### config.mk
export PLATFORM = sky130hd
export DESIGN_NAME = masked_xor_pg_pipe_flat
export DESIGN_NICKNAME = d
export VERILOG_FILES = /design/src/rtl/masked_xor_pg_pipe_if.sv /design/src/rtl/masked_xor_pg_pipe.sv /design/src/flat_wrapper.sv
export SDC_FILE = /design/constraint.sdc
export NUM_CORES = 1
export LEC_CHECK = 0
export CAP_MARGIN = 20
export CORE_MARGIN = 1
export CORE_UTILIZATION = 40
export CTS_BUF_LIST = sky130_fd_sc_hd__clkbuf_8
export DETAILED_ROUTE_END_ITERATION = 7
export SYNTH_ARGS = -nofsm -noshare
export SYNTH_HDL_FRONTEND = slang
export SYNTH_SLANG_ARGS = --single-unit
### constraint.sdc
create_clock -name clk -period 1.8 [get_ports clk]
set_clock_uncertainty 0.1 [all_clocks]
set_input_delay 0.18 -clock clk [delete_from_list [all_inputs] [get_ports clk]]
set_output_delay 0.18 -clock clk [all_outputs]
set_load 0.05 [all_outputs]
### src/rtl/masked_xor_pg_pipe_if.sv
// Handshake bundle for the masked XOR pipe:
// operand shares + randomness in, result shares out.
interface masked_xor_pg_pipe_if #(
  parameter int WIDTH = 8
);
  logic             in_valid;
  logic             in_ready;
  logic [WIDTH-1:0] a_0;
  logic [WIDTH-1:0] a_1;
  logic [WIDTH-1:0] b_0;
  logic [WIDTH-1:0] b_1;
  logic [WIDTH-1:0] r0;
  logic [WIDTH-1:0] r1;
  logic [WIDTH-1:0] r2;
  logic             out_valid;
  logic             out_ready;
  logic [WIDTH-1:0] y_0;
  logic [WIDTH-1:0] y_1;

  modport slave (
    input  in_valid, a_0, a_1, b_0, b_1,
    input  r0, r1, r2, out_ready,
    output in_ready, out_valid, y_0, y_1
  );

  modport master (
    output in_valid, a_0, a_1, b_0, b_1,
    output r0, r1, r2, out_ready,
    input  in_ready, out_valid, y_0, y_1
  );
endinterface

### src/rtl/masked_xor_pg_pipe.sv
// Two-share masked XOR built as (a&~b)|(~a&b)
// from registered DOM AND gadgets, 3-stage pipe.
module masked_xor_pg_pipe #(
  parameter int WIDTH = 8
) (
  input  logic clk,
  input  logic rst_n,
  input  logic flush,
  masked_xor_pg_pipe_if.slave bus
);
  typedef logic [WIDTH-1:0] w_t;

  typedef struct packed {
    w_t p00;
    w_t p11;
    w_t p01;
    w_t p10;
    w_t q00;
    w_t q11;
    w_t q01;
    w_t q10;
    w_t r2;
  } s1_t;

  typedef struct packed {
    w_t g1_0;
    w_t g1_1;
    w_t g2_0;
    w_t g2_1;
    w_t r2;
  } s2_t;

  typedef struct packed {
    w_t g1_0;
    w_t g1_1;
    w_t g2_0;
    w_t g2_1;
    w_t c00;
    w_t c11;
    w_t c01;
    w_t c10;
  } s3_t;

  logic v1_q, v1_d;
  logic v2_q, v2_d;
  logic v3_q, v3_d;
  s1_t  s1_q, s1_d, s1_c;
  s2_t  s2_q, s2_d, s2_c;
  s3_t  s3_q, s3_d, s3_c;

  logic en;
  logic acc;
  w_t   na0, na1, nb0, nb1;

  // Masked NOT flips share 0 only.
  assign na0 = ~bus.a_0;
  assign na1 = bus.a_1;
  assign nb0 = ~bus.b_0;
  assign nb1 = bus.b_1;

  assign en           = ~v3_q | bus.out_ready;
  assign bus.in_ready = en & ~flush;
  assign acc          = bus.in_valid & bus.in_ready;

  always_comb begin
    s1_c     = '0;
    s1_c.p00 = bus.a_0 & nb0;
    s1_c.p11 = bus.a_1 & nb1;
    s1_c.p01 = (bus.a_0 & nb1) ^ bus.r0;
    s1_c.p10 = (bus.a_1 & nb0) ^ bus.r0;
    s1_c.q00 = na0 & bus.b_0;
    s1_c.q11 = na1 & bus.b_1;
    s1_c.q01 = (na0 & bus.b_1) ^ bus.r1;
    s1_c.q10 = (na1 & bus.b_0) ^ bus.r1;
    s1_c.r2  = bus.r2;
  end

  always_comb begin
    s2_c      = '0;
    s2_c.g1_0 = s1_q.p00 ^ s1_q.p01;
    s2_c.g1_1 = s1_q.p11 ^ s1_q.p10;
    s2_c.g2_0 = s1_q.q00 ^ s1_q.q01;
    s2_c.g2_1 = s1_q.q11 ^ s1_q.q10;
    s2_c.r2   = s1_q.r2;
  end

  always_comb begin
    s3_c      = '0;
    s3_c.g1_0 = s2_q.g1_0;
    s3_c.g1_1 = s2_q.g1_1;
    s3_c.g2_0 = s2_q.g2_0;
    s3_c.g2_1 = s2_q.g2_1;
    s3_c.c00  = s2_q.g1_0 & s2_q.g2_0;
    s3_c.c11  = s2_q.g1_1 & s2_q.g2_1;
    s3_c.c01  = (s2_q.g1_0 & s2_q.g2_1) ^ s2_q.r2;
    s3_c.c10  = (s2_q.g1_1 & s2_q.g2_0) ^ s2_q.r2;
  end

  // Empty slots carry zeros so no stale shares linger.
  always_comb begin
    v1_d = v1_q;
    v2_d = v2_q;
    v3_d = v3_q;
    s1_d = s1_q;
    s2_d = s2_q;
    s3_d = s3_q;
    if (flush) begin
      v1_d = 1'b0;
      v2_d = 1'b0;
      v3_d = 1'b0;
      s1_d = '0;
      s2_d = '0;
      s3_d = '0;
    end else if (en) begin
      v1_d = acc;
      v2_d = v1_q;
      v3_d = v2_q;
      s1_d = acc  ? s1_c : '0;
      s2_d = v1_q ? s2_c : '0;
      s3_d = v2_q ? s3_c : '0;
    end
  end

  always_ff @(posedge clk or negedge rst_n) begin
    if (!rst_n) begin
      v1_q <= 1'b0;
      v2_q <= 1'b0;
      v3_q <= 1'b0;
      s1_q <= '0;
      s2_q <= '0;
      s3_q <= '0;
    end else begin
      v1_q <= v1_d;
      v2_q <= v2_d;
      v3_q <= v3_d;
      s1_q <= s1_d;
      s2_q <= s2_d;
      s3_q <= s3_d;
    end
  end

  assign bus.out_valid = v3_q;
  assign bus.y_0 = s3_q.g1_0 ^ s3_q.g2_0
                 ^ s3_q.c00 ^ s3_q.c01;
  assign bus.y_1 = s3_q.g1_1 ^ s3_q.g2_1
                 ^ s3_q.c11 ^ s3_q.c10;
endmodule

### src/flat_wrapper.sv
// flat-port wrapper written by rule: the top's interface ports become plain ports
module masked_xor_pg_pipe_flat 
#(
  parameter int WIDTH = 8
)
  (clk, rst_n, flush, bus_in_valid, bus_a_0, bus_a_1, bus_b_0, bus_b_1, bus_r0, bus_r1, bus_r2, bus_out_ready, bus_in_ready, bus_out_valid, bus_y_0, bus_y_1);
  masked_xor_pg_pipe_if #(.WIDTH(WIDTH)) bus_i ();
  input  logic clk;
  input  logic rst_n;
  input  logic flush;
  input wire logic [$bits(bus_i.in_valid)-1:0] bus_in_valid;
  input wire logic [$bits(bus_i.a_0)-1:0] bus_a_0;
  input wire logic [$bits(bus_i.a_1)-1:0] bus_a_1;
  input wire logic [$bits(bus_i.b_0)-1:0] bus_b_0;
  input wire logic [$bits(bus_i.b_1)-1:0] bus_b_1;
  input wire logic [$bits(bus_i.r0)-1:0] bus_r0;
  input wire logic [$bits(bus_i.r1)-1:0] bus_r1;
  input wire logic [$bits(bus_i.r2)-1:0] bus_r2;
  input wire logic [$bits(bus_i.out_ready)-1:0] bus_out_ready;
  output wire logic [$bits(bus_i.in_ready)-1:0] bus_in_ready;
  output wire logic [$bits(bus_i.out_valid)-1:0] bus_out_valid;
  output wire logic [$bits(bus_i.y_0)-1:0] bus_y_0;
  output wire logic [$bits(bus_i.y_1)-1:0] bus_y_1;
  assign bus_i.in_valid = bus_in_valid;
  assign bus_i.a_0 = bus_a_0;
  assign bus_i.a_1 = bus_a_1;
  assign bus_i.b_0 = bus_b_0;
  assign bus_i.b_1 = bus_b_1;
  assign bus_i.r0 = bus_r0;
  assign bus_i.r1 = bus_r1;
  assign bus_i.r2 = bus_r2;
  assign bus_i.out_ready = bus_out_ready;
  assign bus_in_ready = bus_i.in_ready;
  assign bus_out_valid = bus_i.out_valid;
  assign bus_y_0 = bus_i.y_0;
  assign bus_y_1 = bus_i.y_1;
  masked_xor_pg_pipe #(.WIDTH(WIDTH)) u_core (.clk(clk), .rst_n(rst_n), .flush(flush), .bus(bus_i));
endmodule
Word-level counts from Yosys, hierarchy flattened
Cells that the tools add are included.
W data, S select, Z words.
- register bits: 179
- output and inout bits: 18
- logic and storage cells: 75
- muxes and demuxes: 15
- bitwise gates (word level): 34
- reductions and logical operators: 1
- operators with widths (operator ; number):
    $mux W72 ; 3
    $mux W64 ; 3
    $xor A8 B8 Y8 ; 16
    $mux W40 ; 3
    $and A8 B8 Y8 ; 11
    $not A8 Y8 ; 2
    $mux W1 ; 6
    $and A1 B1 Y1 ; 2
    $not A1 Y1 ; 2
    $reduce_bool A2 Y1 ; 1
    $or A1 B1 Y1 ; 1

Depth between registers and ports, before layout
Gate-level depths: netlist (run 1).
- word-level depth: 7
- mapped depth: 6
- depth with buffers taken out: 3

Least setup slack after synthesis (run 1)
No wires, ideal clock.
- path type: register to register
- start: register u_core.v3_q (netlist: u_core.bus.out_valid)
- end: register u_core.v3_q (netlist: u_core.bus.out_valid)
- library setup time: 0.127 ns
- arrival time: 1.530 ns
- slack: 0.043 ns
- stages on the path, launching flop included: 6
- buffers on the path: 2
- clock period less this slack: 1.757 ns
- cell sequence: dfrtp_1 nor2b_4 nor3b_1 buf_2 buf_4 or2_2
- longest elaborated chain between the ends: 3
- RTL lines (item ; RTL line ; text):
    start: declaration ; masked_xor_pg_pipe.sv:46 ; logic v3_q, v3_d;
    start signal: assignment ; masked_xor_pg_pipe.sv:135 ; v3_q <= v3_d;
    $not A1 Y1 ; masked_xor_pg_pipe.sv:61 ; assign en = ~v3_q | bus.out_ready;
    $or A1 B1 Y1 ; masked_xor_pg_pipe.sv:61 ;
    $reduce_bool A2 Y1 (no line) ; -- ;
No other way between the ends.
A chain may end at the register's enable or synchronous reset.

Final worst setup path (run 1)
- start: register u_core.s3_q[44] (netlist name)
- end: output bus_y_0[4]
- longest elaborated chain between the ends: 3
- RTL lines (item ; RTL line ; text):
    start: declaration ; masked_xor_pg_pipe.sv:49 ; s3_t s3_q, s3_d, s3_c;
    start signal: assignment ; masked_xor_pg_pipe.sv:131 ; s3_q <= '0;
    start signal: assignment ; masked_xor_pg_pipe.sv:138 ; s3_q <= s3_d;
    $xor A8 B8 Y8 ; masked_xor_pg_pipe.sv:143 ; assign bus.y_0 = s3_q.g1_0 ^ s3_q.g2_0
    $xor A8 B8 Y8 (2 in a row) ; masked_xor_pg_pipe.sv:144 ; ^ s3_q.c00 ^ s3_q.c01;
    end: declaration ; flat_wrapper.sv:22 ; output wire logic [$bits(bus_i.y_0)-1:0] bus_y_0;
No other way between the ends.

==> results.json, run 1 <==
{
  "yosysSeqAreaShare_pct": 56.9,
  "cts_tree": "done",
  "cap_violations": 0,
  "ys_warn_count": 0,
  "rr_worst_depth": 4,
  "irDropWorstVdd_mv": 0.467,
  "die_area_mm2": 0.0193,
  "crit_start": "u_core.s3_q[44]$_DFFE_PN0P_",
  "dp_cells": 867,
  "fin_crit_sh_pct": 99.0,
  "synth_top_family_by_area": "compound AO/OA/AOI/OAI gates",
  "grt_pass1_wl_um": 24600,
  "grt_use_total_pct": 16.1,
  "antennaDiodeCount": 0,
  "r2r-end": "u_core.s1_q[16]$_DFFE_PN0P_",
  "yosys.area_share.simple_pct": 3.76,
  "synth_top_cell_by_area": "dfrtp_1",
  "hold_violations": 0,
  "io_buffers": 78,
  "cts_buffers": 17,
  "synthMuxAreaShare_pct": 0,
  "slew_headroom_pct": 75.2,
  "grt_antenna_before_repair": 0,
  "synth-xor-area-share_pct": 14.9,
  "overflow": 0,
  "die_x_um": 139,
  "leakagePower_uw": 0.00448,
  "grt_pass1_vias": 4717,
  "cp-start-kind": "flip-flop",
  "netlist_instances": 577,
  "path_cells": "xnor2_2 -> xnor2_2 -> buf_12",
  "final_cells": 905,
  "cts_sinks": 171,
  "holdWs_ns": 0.0226,
  "worst_path_max_delay_cell": "dfrtp_1",
  "core_mm2": 0.0182,
  "p_per_area_mw_per_mm2": 789,
  "worstPathRequired_ns": 1.52,
  "timing.rr.start": "u_core.bus.out_valid$_DFFE_PN0P_",
  "drtPass1Iterations": 6,
  "num_vias": 4787,
  "cpMostUsedCell": "xnor2_2",
  "slew_viol_final": 0,
  "drtIter0Drc": 285,
  "io_pins": 79,
  "r2r_slack_ns": 0.19,
  "place_congestion": 0.754,
  "grt_start_max_net_pins": 73,
  "hpwl_um": 10200,
  "max_slew.worst_pin.slew_ns": 0.372,
  "syn_to_final_growth_pct": 26.1,
  "synth_compound_gate_area_share_pct": 20.4,
  "drc": 0,
  "crit_type": "flip-flop to output port",
  "status": "finished clean",
  "vias_per_cell": 5.29,
  "synthTopCellsByArea": "dfrtp_1, a22o_1, xnor2_1, xor2_1, a32o_1",
  "finalNetCount": 724,
  "critPathTopFamily": "XOR/XNOR gates",
  "synth_top_area_share_pct": 56.9,
  "rows": 49,
  "ys_types": 19,
  "wl_per_cell_um": 16.2,
  "worst-path-max-fanout": 2,
  "rsz0062_at_grt": "true",
  "final_antenna_net_count": 0,
  "finalSetupTns_ns": 0,
  "period_needed_ns": 1.78,
  "clk_pin_slew_worst_paths_ns": 0.09,
  "crit_buf_inv": 1,
  "slowest_delay_ns": 0.41,
  "timing.fmax_mhz": 561,
  "path_depth": 3,
  "synth.cell_area_mm2": 0.00751,
  "drive_above_1_share_pct": 15.5,
  "start_util_pct": 41.3,
  "clock_latency_ns": 0.46,
  "h-tree-depth": 4,
  "cp-end-kind": "output port",
  "wl_um": 14600,
  "nFillCells": 1519,
  "setup_viol": 0,
  "synthesis.nets": 638,
  "synth_fa_ha_area_share_pct": 0,
  "critPathArrivalTime_ns": 1.50,
  "syn_area_per_cell_um2": 13.0,
  "hold_class": "input port to async pin",
  "cts_max_path_buffers": 2,
  "dieHeight_um": 139,
  "root_buffer": "clkbuf_8",
  "critPathCapture": "bus_y_0[4]",
  "synth_seq_cells": 171
}
## report_power, final
part / switching [µW] / internal, µW / leakage, µW
Sequential: 69.5 / 3920 / 0.00236
Combinational: 310 / 317 / 0.00191
Clock: 1360 / 1510 / 0.000211
Total: 1740 / 5750 / 0.00448
## through the flow
stage	power [µW]	util [%]	setup WS, ns	cell area [µm²]
finish	7480	52.1	0.0172	9480
global route	7780	52.1	-0.0443	9480
CTS	7550	51.3	-0.0208	9350
detailed placement	4700	48.4	-0.0302	8820
global placement	4680	48.4	0.0200	8820
floorplan	4330	-	0.0425	7510
## flip-flops by register name, summed over array words and instances, names as in the netlist
register / flops
u_core.s1_q: 64
u_core.v1_q: 1
u_core.s3_q: 64
u_core.s2_q: 40
u_core.bus.out_valid: 1
u_core.v2_q: 1
## per-layer routing
metal | routed length (µm) | GRT usage, % | vias up
li1 | - | - | 2276
met5 | 0 | 0 | -
met3 | 450 | 3.28 | 20
met2 | 6230 | 22.3 | 82
met4 | 257 | 6.49 | 0
met1 | 7690 | 24.3 | 2409
## cell usage after synthesis, drive strengths merged
library cell / count
dfrtp: 171
a22o: 128
xnor2: 80
xor2: 48
a32o: 40
nand2: 32
buf: 31
inv: 16
nand2b: 16
clkbuf: 6
nor3b: 3
a21o: 2
nor2b: 2
nor2: 1
or2: 1
## cells by family after synthesis
| kind of cell | count (synthesis) |
|---|---|
| xor gates and xnor gates | 128 |
| AOI/OAI and AO/OA | 170 |
| DFF | 171 |
| buffers and inverters | 53 |
| and+or+nand+nor | 55 |
## final cells by class
type | count | area, µm² | area share, %
Multi-Input combinational cell | 353 | 3150 | 33.2
Inverter | 16 | 60.1 | 0.634
Tap cell | 229 | 287 | 3.02
Clock buffer | 21 | 289 | 3.05
Clock inverter | 11 | 143 | 1.50
Sequential cell | 171 | 4280 | 45.1
Timing Repair Buffer | 104 | 1280 | 13.5
## worst min path at each step
stage	startpoint	endpoint	slack, ns	depth (start not counted)
global placement	rst_n	u_core.s1_q[33]$_DFFE_PN0P_	-0.06	1
floorplan	rst_n	u_core.bus.out_valid$_DFFE_PN0P_	-0.22	0
finish	rst_n	u_core.s1_q[19]$_DFFE_PN0P_	0.02	2
CTS	rst_n	u_core.s1_q[50]$_DFFE_PN0P_	0.006	2
detailed placement	rst_n	u_core.s1_q[17]$_DFFE_PN0P_	-0.06	1
global route	rst_n	u_core.s1_q[19]$_DFFE_PN0P_	0.04	2
## repair_timing
| item | in CTS | in global routing |
|---|---|---|
| pin swaps | 9 | 10 |
| hold endpoints to repair | 171 | 0 |
| endpoints found under the setup margin | 13 | 16 |
| buffers inserted | 2 | 3 |
| hold buffers | 1 | 0 |
| gates resized for setup | 11 | 15 |
## layout by cell type (no fill, tap or decap)
master / netlist / final
nor2b_4: 1 / 2
bufinv_16: 0 / 3
clkbuf_8: 0 / 21
a21o_1: 2 / 2
nor3b_2: 2 / 1
xor2_2: 0 / 4
a32o_1: 40 / 40
nand2b_1: 16 / 16
clkdlybuf4s50_1: 0 / 59
xnor2_1: 80 / 61
buf_6: 6 / 2
clkinv_2: 0 / 2
inv_1: 16 / 17
nand2_1: 32 / 32
nor2_4: 0 / 1
xor2_1: 48 / 44
or2_2: 1 / 1
dfrtp_1: 171 / 171
clkinvlp_4: 0 / 4
buf_4: 8 / 15
clkinv_4: 0 / 1
xnor2_2: 0 / 19
dlygate4sd3_1: 0 / 1
a22o_1: 128 / 128
buf_12: 0 / 27
nor3b_4: 0 / 2
(Power assumes the default switching activity.)
==> inputs of run 2 (changes only) <==
--- a/config.mk
+++ b/config.mk
@@ -5,7 +5,6 @@
 export SDC_FILE = /design/constraint.sdc
 export NUM_CORES = 1
 export LEC_CHECK = 0
-export CAP_MARGIN = 20
 export CORE_MARGIN = 1
 export CORE_UTILIZATION = 40
 export CTS_BUF_LIST = sky130_fd_sc_hd__clkbuf_8
==> results of run 2 <==
The final DEF is identical to that of run 1; final timing and power are the same.
==> inputs of run 3 (changes only) <==
--- a/config.mk
+++ b/config.mk
@@ -5,10 +5,12 @@
 export SDC_FILE = /design/constraint.sdc
 export NUM_CORES = 1
 export LEC_CHECK = 0
-export CORE_MARGIN = 1
+export CORE_MARGIN = 5
 export CORE_UTILIZATION = 40
 export CTS_BUF_LIST = sky130_fd_sc_hd__clkbuf_8
+export CTS_CLUSTER_DIAMETER = 120
 export DETAILED_ROUTE_END_ITERATION = 7
+export SETUP_SLACK_MARGIN = 0.2
 export SYNTH_ARGS = -nofsm -noshare
 export SYNTH_HDL_FRONTEND = slang
 export SYNTH_SLANG_ARGS = --single-unit
==> run 3 against run 2 <==
Net effect: the run now ends with negative setup slack left; flip-flop and latch count unchanged; core utilization increased by 10 points; final area increased by 22%; maximum frequency decreased by 4.3%; first-iteration DRC count increased by 53%; non-clock buffer count increased by 107; critical path type unchanged; largest power group unchanged; highest routed layer unchanged.
==> results.json, run 3 (synthesis gave the netlist of run 1 again) <==
{
  "hold_violations": 0,
  "grt_pass1_vias": 5816,
  "rr_worst_depth": 8,
  "p_clk_share_pct": 35.2,
  "r2r-end": "u_core.s1_q[34]$_DFFE_PN0P_",
  "grt_pass1_wl_um": 31700,
  "irDropWorstVdd_mv": 0.454,
  "place_congestion": 0.747,
  "critPathArrivalTime_ns": 1.58,
  "fin_area_mm2": 0.0116,
  "period_needed_ns": 1.86,
  "hpwl_um": 10700,
  "cts_tree": "done",
  "h-tree-depth": 4,
  "cp-start-kind": "flip-flop",
  "cp-end-kind": "output port",
  "die_x_um": 147,
  "worst_path_max_delay_cell": "dfrtp_1",
  "wl_um": 20500,
  "worst-path-max-fanout": 2,
  "layout_commonest_cell": "dfrtp_1",
  "p_per_area_mw_per_mm2": 657,
  "worstPathRequired_ns": 1.52,
  "swShare_pct": 24.8,
  "placed_cell_area_mm2": 0.00905,
  "cts_buffers": 17,
  "timing.fmax_mhz": 537,
  "wl_per_cell_um": 20.2,
  "slowest_delay_ns": 0.43,
  "drtPass1Iterations": 4,
  "slew_viol_final": 0,
  "power.share.combinational_pct": 12.3,
  "cts_max_path_buffers": 2,
  "hold_class": "input port to async pin",
  "dieHeight_um": 147,
  "finalSetupTns_ns": -0.110,
  "status": "finished, violations left",
  "intPower_uw": 5720,
  "leakagePower_uw": 0.00541,
  "cts_sinks": 171,
  "clock_latency_ns": 0.45,
  "root_buffer": "clkbuf_8",
  "drive_above_1_share_pct": 30.0,
  "grt_start_max_net_pins": 48,
  "cpMostUsedCell": "xnor2_2",
  "grt_use_total_pct": 18.4,
  "path_cells": "xnor2_2 -> xnor2_2 -> buf_12",
  "grt_antenna_before_repair": 0,
  "power_frac_seq_pct": 52.5,
  "r2r_slack_ns": -0.01,
  "clk_pin_slew_worst_paths_ns": 0.08,
  "vias_per_cell": 5.46,
  "start_util_pct": 40.4,
  "drc": 0,
  "timing.rr.start": "u_core.bus.out_valid$_DFFE_PN0P_",
  "max_slew.worst_pin.slew_ns": 0.459,
  "io_buffers": 78,
  "setup_slack_ns": -0.0637,
  "finalNetCount": 831,
  "rsz0062_at_grt": "true",
  "drtIter0Drc": 436,
  "p_sw_uw": 1890,
  "fin_crit_sh_pct": 104,
  "final_cell_mix": "dfrtp_1, a22o_1, clkdlybuf4s50_1",
  "io_pins": 79,
  "core_mm2": 0.0186,
  "crit_type": "flip-flop to output port",
  "die_area_mm2": 0.0216,
  "pre_cts_slack_ns": -0.0274,
  "violations": "negative setup slack",
  "syn_to_final_growth_pct": 54.1,
  "setup_viol": 11,
  "slew_headroom_pct": 69.4,
  "num_vias": 5549,
  "holdWs_ns": 0.128,
  "reg_top3": "u_core.s1_q: 64 flops, u_core.s3_q: 64 flops, u_core.s2_q: 40 flops",
  "rows": 50,
  "antennaDiodeCount": 0,
  "final_antenna_net_count": 0,
  "overflow": 0,
  "cap_violations": 0
}
==> run 3: critical path, delay by kind of cell, from the launching register on <==
family	cells	cell delay, ns
DFF	1	0.43
xor gates and xnor gates	2	0.52
buffers and inverters	1	0.19
==> run 3: per-stage QoR <==
stage          util, %  power (µW)  std cells
2_1_floorplan        -        4330        577
3_3_place_gp      48.7        4700        874
3_5_place_dp      48.7        4720        874
4_1_cts           59.9        7630        996
5_1_grt           62.3        7910       1017
6_report          62.3        7610       1017
==> run 3: worst max-delay path by stage <==
stage,startpoint,slack [ns],endpoint
floorplan,u_core.bus.out_valid$_DFFE_PN0P_,0.17,u_core.bus.out_valid$_DFFE_PN0P_
global placement,bus_out_ready,0.02,u_core.s1_q[20]$_DFFE_PN0P_
detailed placement,bus_out_ready,-0.03,u_core.s3_q[47]$_DFFE_PN0P_
CTS,u_core.s3_q[41]$_DFFE_PN0P_,0.001,bus_y_0[1]
global route,u_core.s3_q[33]$_DFFE_PN0P_,-0.11,bus_y_1[1]
finish,u_core.s3_q[49]$_DFFE_PN0P_,-0.06,bus_y_1[1]
==> run 3: routing by layer <==
layer	share of wire [%]	track usage, %	up-vias
met5	0	0	-
met4	1.1	4.71	0
met3	3.5	3.24	17
met2	50	29.6	130
met1	46	26.0	2904
li1	-	-	2498
==> run 3: power by group through the flow <==
stage	Sequential (µW)	Clock, µW	Combinational [µW]
final	3990	2680	937
after global routing	4000	2900	1000
after CTS	3990	2730	906
after detailed placement	4060	0	654
after global placement	4060	0	642
after floorplan	4050	0	288
==> run 3: what timing repair did <==
action | 4_1_cts | 5_1_grt
endpoints found under the setup margin | 126 | 188
hold endpoints to repair | 171 | 0
cloned | 29 | 15
hold buffers | 1 | 0
buffers inserted | 60 | 7
resized for setup | 73 | 25
pin swaps | 42 | 92
==> run 3: layout make-up <==
class	count	area, µm²
Clock buffer	18	248
Clock inverter	14	145
Fill cell	1348	7000
Inverter	16	60.1
Multi-Input combinational cell	353	3310
Sequential cell	171	4280
Tap cell	234	293
Timing Repair Buffer	211	3240
